### src/rtl/intr_ctrl.sv
// Interrupt controller: NR_SRC level/edge sources, fixed lowest-index priority,
// a single in-service claim/complete handshake and a small register bus.
module intr_ctrl #(
  parameter int NR_SRC = 8,
  parameter int XLEN   = 32
) (
  input  logic              clk,
  input  logic              rst,
  input  logic [NR_SRC-1:0] src,
  output logic              irq,
  input  logic              bus_req,
  input  logic              bus_wen,
  input  logic [XLEN-1:0]   bus_addr,
  input  logic [XLEN-1:0]   bus_dat_i,
  output logic [XLEN-1:0]   bus_dat_o,
  output logic              bus_ready
);

  typedef enum logic {
    IDLE    = 1'b0,
    SERVICE = 1'b1
  } state_t;

  localparam logic [2:0] OFF_PENDING = 3'd0;
  localparam logic [2:0] OFF_ENABLE  = 3'd1;
  localparam logic [2:0] OFF_CLAIM   = 3'd2;
  localparam logic [2:0] OFF_MODE    = 3'd3;

  state_t            state;
  logic [4:0]        isid;
  logic [NR_SRC-1:0] en;
  logic [NR_SRC-1:0] mode;
  logic [NR_SRC-1:0] pend_e;
  logic [NR_SRC-1:0] src_q;

  logic [2:0]        off;
  logic              rd;
  logic              wr;
  logic              claim_fire;
  logic              cmpl_fire;
  logic [NR_SRC-1:0] rise;
  logic [NR_SRC-1:0] pend;
  logic [NR_SRC-1:0] claim_mask;
  logic [NR_SRC-1:0] mode_clr;
  logic [4:0]        best;
  logic [XLEN-1:0]   rd_data;
  logic              unused_bus_bits;

  // Returns 1 + lowest set index, or 0 when nothing is set.
  function automatic logic [4:0] lowest_id(input logic [NR_SRC-1:0] v);
    logic [4:0] id;
    id = 5'd0;
    for (int i = NR_SRC - 1; i >= 0; i--) begin
      if (v[i]) id = 5'(i + 1);
    end
    return id;
  endfunction

  assign bus_ready = 1'b1;
  assign unused_bus_bits = ^{bus_addr, bus_dat_i};

  assign off  = bus_addr[4:2];
  assign rd   = bus_req & ~bus_wen;
  assign wr   = bus_req & bus_wen;
  assign rise = src & ~src_q;

  // Edge sources show their latch, level sources show the live input.
  assign pend = (mode & pend_e) | (~mode & src);
  assign best = lowest_id(pend & en);

  assign claim_fire = rd && (off == OFF_CLAIM) && (state == IDLE) && (best != 5'd0);
  assign cmpl_fire  = wr && (off == OFF_CLAIM) && (state == SERVICE) &&
                      (bus_dat_i[4:0] == isid);

  always_comb begin
    claim_mask = '0;
    for (int i = 0; i < NR_SRC; i++) begin
      claim_mask[i] = claim_fire && (best == 5'(i + 1));
    end
  end

  assign mode_clr = (wr && (off == OFF_MODE)) ? bus_dat_i[NR_SRC-1:0] : '0;

  always_comb begin
    rd_data = '0;
    case (off)
      OFF_PENDING: rd_data = XLEN'(pend);
      OFF_ENABLE:  rd_data = XLEN'(en);
      OFF_CLAIM:   rd_data = (state == IDLE) ? XLEN'(best) : '0;
      OFF_MODE:    rd_data = XLEN'(mode);
      default:     rd_data = '0;
    endcase
  end

  // Source capture and configuration registers; a fresh edge beats any clear.
  always_ff @(posedge clk) begin
    if (!rst) begin
      en     <= '0;
      mode   <= '0;
      pend_e <= '0;
      src_q  <= '0;
    end else begin
      src_q  <= src;
      pend_e <= (pend_e & ~claim_mask & ~mode_clr) | (rise & mode);
      if (wr && (off == OFF_ENABLE)) en   <= bus_dat_i[NR_SRC-1:0];
      if (wr && (off == OFF_MODE))   mode <= bus_dat_i[NR_SRC-1:0];
    end
  end

  // Claim/complete FSM with registered irq and read data.
  always_ff @(posedge clk) begin
    if (!rst) begin
      state     <= IDLE;
      isid      <= 5'd0;
      irq       <= 1'b0;
      bus_dat_o <= '0;
    end else begin
      irq       <= (state == IDLE) && (best != 5'd0);
      bus_dat_o <= rd ? rd_data : '0;
      case (state)
        IDLE: begin
          if (claim_fire) begin
            isid  <= best;
            state <= SERVICE;
          end
        end
        SERVICE: begin
          if (cmpl_fire) begin
            isid  <= 5'd0;
            state <= IDLE;
          end
        end
        default: state <= IDLE;
      endcase
    end
  end

endmodule

### config.mk
export PLATFORM = sky130hd
export DESIGN_NAME = intr_ctrl
export DESIGN_NICKNAME = d
export VERILOG_FILES = /design/src/rtl/intr_ctrl.sv
export SDC_FILE = /design/constraint.sdc
export NUM_CORES = 1
export LEC_CHECK = 0
export CORE_ASPECT_RATIO = 0.8
export CORE_MARGIN = 8
export CORE_UTILIZATION = 38
export DETAILED_ROUTE_END_ITERATION = 12
export PLACE_DENSITY = 0.73
export SLEW_MARGIN = 30
export SYNTH_ARGS = -nofsm -noshare
export SYNTH_HDL_FRONTEND = slang
export SYNTH_SLANG_ARGS = --single-unit
### constraint.sdc
create_clock -name clk -period 1.8 [get_ports clk]
set_input_delay 0.27 -clock clk [delete_from_list [all_inputs] [get_ports clk]]
set_output_delay 0.27 -clock clk [all_outputs]
set_load 0.1 [all_outputs]
==> flow_metrics.tcl <==
set metrics [dict create \
    max_freq_ghz 0.520 \
    fillers 565 \
    wl_um 8010 \
    crit_required_ps 2040 \
    startpoint_type "flip-flop" \
    core_um2 6340 \
    rrSetupSlack_ps -120 \
    place.gp.congestion 0.892 \
    min_delay_worst_endpoint "src_q[6]$_SDFF_PN0_" \
    drtIter0Drc 226 \
    setup_viol 7 \
    syn_area_per_cell_um2 8.45 \
    synth_edf_count 0 \
    drtPass1Iterations 5 \
    grt_antenna_before_repair 0 \
    cap_violations 0 \
    post_drt_wl_per_cell_um 16.8 \
    nets 468 \
    syn_to_final_growth_pct 45.0 \
    hold_depth 3 \
    whs_ps 334 \
    dominantRegCellSynth "dfxtp_1" \
    clk_pin_slew_ps 100 \
    initial_core_util 0.390 \
    ios 110 \
    place.port_buffers 31 \
    status "finished, violations left" \
    synth.distinct_cells 53 \
    max_stage_delay_ps 380 \
    syn_area_um2 2480 \
    hp-class "input port to flip-flop" \
    antenna_cells 0 \
    mostFrequentLayoutCells "buf_4 (77), dfxtp_1 (41), nand2_1 (40)" \
    die_h_um 88.2 \
    drive_above_1_share 0.341 \
    final_common_cell "buf_4" \
    grt_max_degree 40 \
    finClkSkew_ps 9.35 \
    drc 0 \
    ys_warn_count 0 \
    worst_slack_ps -122 \
    final_antenna_net_count 0 \
    die_w_um 106 \
    critical_path.max_fanout 5 \
    crit_chain "mux2_4 > a222oi_1 > nand4_1 > a21boi_2 > buf_4 > nand2_2 > a21boi_2" \
    clk_latency_ps 300 \
    fin_crit_ps 1920 \
    multi_input_area_um2 1570 \
    place_inst 460 \
    first_global_vias 2429 \
    die_area_um2 9370 \
    htreeDepth 2 \
    rsz0062_at_grt "true" \
    ys_ff_latch 46 \
    clock_path_buffers 2 \
    gr-total-overflow 0 \
    pre_cts_ws_ps -524 \
    fin_crit_sh 1.07 \
    regArea_um2 927 \
    routed_via_density 5.19 \
    finalPower_mw 2.38 \
    cp_num_buf_inv 1 \
    cts_buffers 5 \
    violations "setup timing" \
    vias 2478 \
    synthArstFlopShare 0 \
    ys_seq_area_frac 0.372 \
    syn_inst 293 \
    crit_family "compound AO/OA/AOI/OAI gates" \
    crit_type "flip-flop to flip-flop" \
    grt_usage 0.165 \
    cts_tree "yes" \
    clock_sinks 46 \
    critPathCaptureType "flip-flop" \
    finish.utilization 0.566 \
    cp_num_cells 7 \
    reg2reg_to "isid[1]$_SDFFE_PN0P_" \
    dp.final_hpwl_um 5630 \
    p_per_area_nw_per_um2 663 \
    worstRegToRegCells 7 \
    crit_arrival_ps 2170 \
    r2r_start "mode[0]$_SDFFE_PN0P_" \
    critPathSlowestCell "a222oi_1" \
    stdcell_count 477 \
    hold_viol 0 \
    clock-root-buffer "clkbuf_8" \
    num_rows 26 \
    hold_start "src[6]" \
    grt_pass1_wl_um 12300 \
    final_max_slew_viol_count 0 \
    ir_drop_mv 0.534 \
    leakage_nw 1.53 \
    critPathMostFrequentCell "a21boi_2" \
]
==> cell usage after synthesis, types with 2 or more instances <==
| cell | instances | share of area |
|---|---|---|
| a21boi_0 | 9 | 0.027 |
| a21boi_1 | 2 | 0.0061 |
| a21o_1 | 5 | 0.015 |
| a21oi_1 | 13 | 0.026 |
| a22oi_1 | 8 | 0.024 |
| and2_1 | 10 | 0.025 |
| and3_1 | 3 | 0.0076 |
| and4_2 | 2 | 0.0081 |
| buf_4 | 25 | 0.076 |
| clkbuf_1 | 8 | 0.012 |
| conb_1 | 2 | 0.0030 |
| dfxtp_1 | 46 | 0.37 |
| inv_1 | 4 | 0.0061 |
| mux2_2 | 2 | 0.0091 |
| mux2_4 | 5 | 0.030 |
| mux2i_1 | 10 | 0.040 |
| nand2_1 | 43 | 0.065 |
| nand2b_1 | 2 | 0.0051 |
| nand3_1 | 7 | 0.014 |
| nand3b_1 | 7 | 0.021 |
| nor2_1 | 26 | 0.039 |
| nor2b_1 | 9 | 0.023 |
| nor3b_1 | 2 | 0.0061 |
| nor4_1 | 4 | 0.010 |
| nor4b_1 | 2 | 0.0071 |
| o21a_1 | 3 | 0.0091 |
| o21ai_0 | 5 | 0.010 |
| o32a_1 | 2 | 0.0081 |
| xnor2_1 | 2 | 0.0071 |
| xor2_1 | 2 | 0.0071 |
==> cells by family after synthesis <==
group / share of synthesized area
buf+inv: 0.0960
mux: 0.0798
flops: 0.372
other cells: 0.00303
xor+xnor: 0.0142
compound gates: 0.168
simple gates: 0.267
==> report_power, final <==
part / switching (mW) / internal (mW) / leakage, nW
clock network: 0.383 / 0.417 / 0.0585
logic: 0.374 / 0.165 / 1.09
registers: 0.00852 / 1.03 / 0.376
==> worst reg2reg max path: stages, from the launching register on <==
cell and delay [ps]:
dfxtp_2 350, mux2_4 310, a222oi_1 380, nand4_1 200, a21boi_2 280, buf_4 160, nand2_2 50, a21boi_2 130
==> routing by layer <==
layer  track usage  up-vias  part of all wire
met5             0        -                 0
met4        0.0395        0             0.016
met3        0.0360       13             0.072
met2         0.279      113              0.49
met1         0.208     1177              0.42
li1              -     1175                 -
==> stage by stage <==
stage,TNS [ps],cell area [um2]
2_1_floorplan,-16.8,2580
3_3_place_gp,-6170,3250
3_5_place_dp,-7340,3250
4_1_cts,-566,3440
5_1_grt,-1470,3590
6_report,-539,3590
==> flip-flops by register name (all words and copies together) (netlist names) <==
register and cells:
bus_dat_o 8, en 8, irq 1, isid 4
mode 8, pend_e 8, src_q 8, state 1
==> final cells by class <==
cell class / instances / share of cell area
clock buffer: 5 / 0.0192
clock inverter: 3 / 0.0122
tap: 84 / 0.0293
inverter: 4 / 0.00418
sequential: 46 / 0.258
timing repair buffer: 103 / 0.240
multi-input combinational: 232 / 0.437
==> worst max path at each step <==
stage	startpoint	endpoint	slack (ps)
after floorplan	mode[0]$_SDFFE_PN0P_	isid[2]$_SDFFE_PN0P_	-20
after global placement	src[0]	pend_e[1]$_SDFF_PN0_	-410
after detailed placement	src[0]	isid[1]$_SDFFE_PN0P_	-520
after CTS	mode[0]$_SDFFE_PN0P_	isid[1]$_SDFFE_PN0P_	-140
after global routing	mode[0]$_SDFFE_PN0P_	isid[2]$_SDFFE_PN0P_	-240
final	mode[0]$_SDFFE_PN0P_	isid[1]$_SDFFE_PN0P_	-120
==> what timing repair did <==
action / 4_1_cts / 5_1_grt
setup buffers: 4 / 9
resized for setup: 16 / 25
endpoints found under the setup margin: 12 / 17
hold buffers: 0 / 0
pin swaps: 10 / 11
Note: power is estimated with default switching activity, not from simulation.
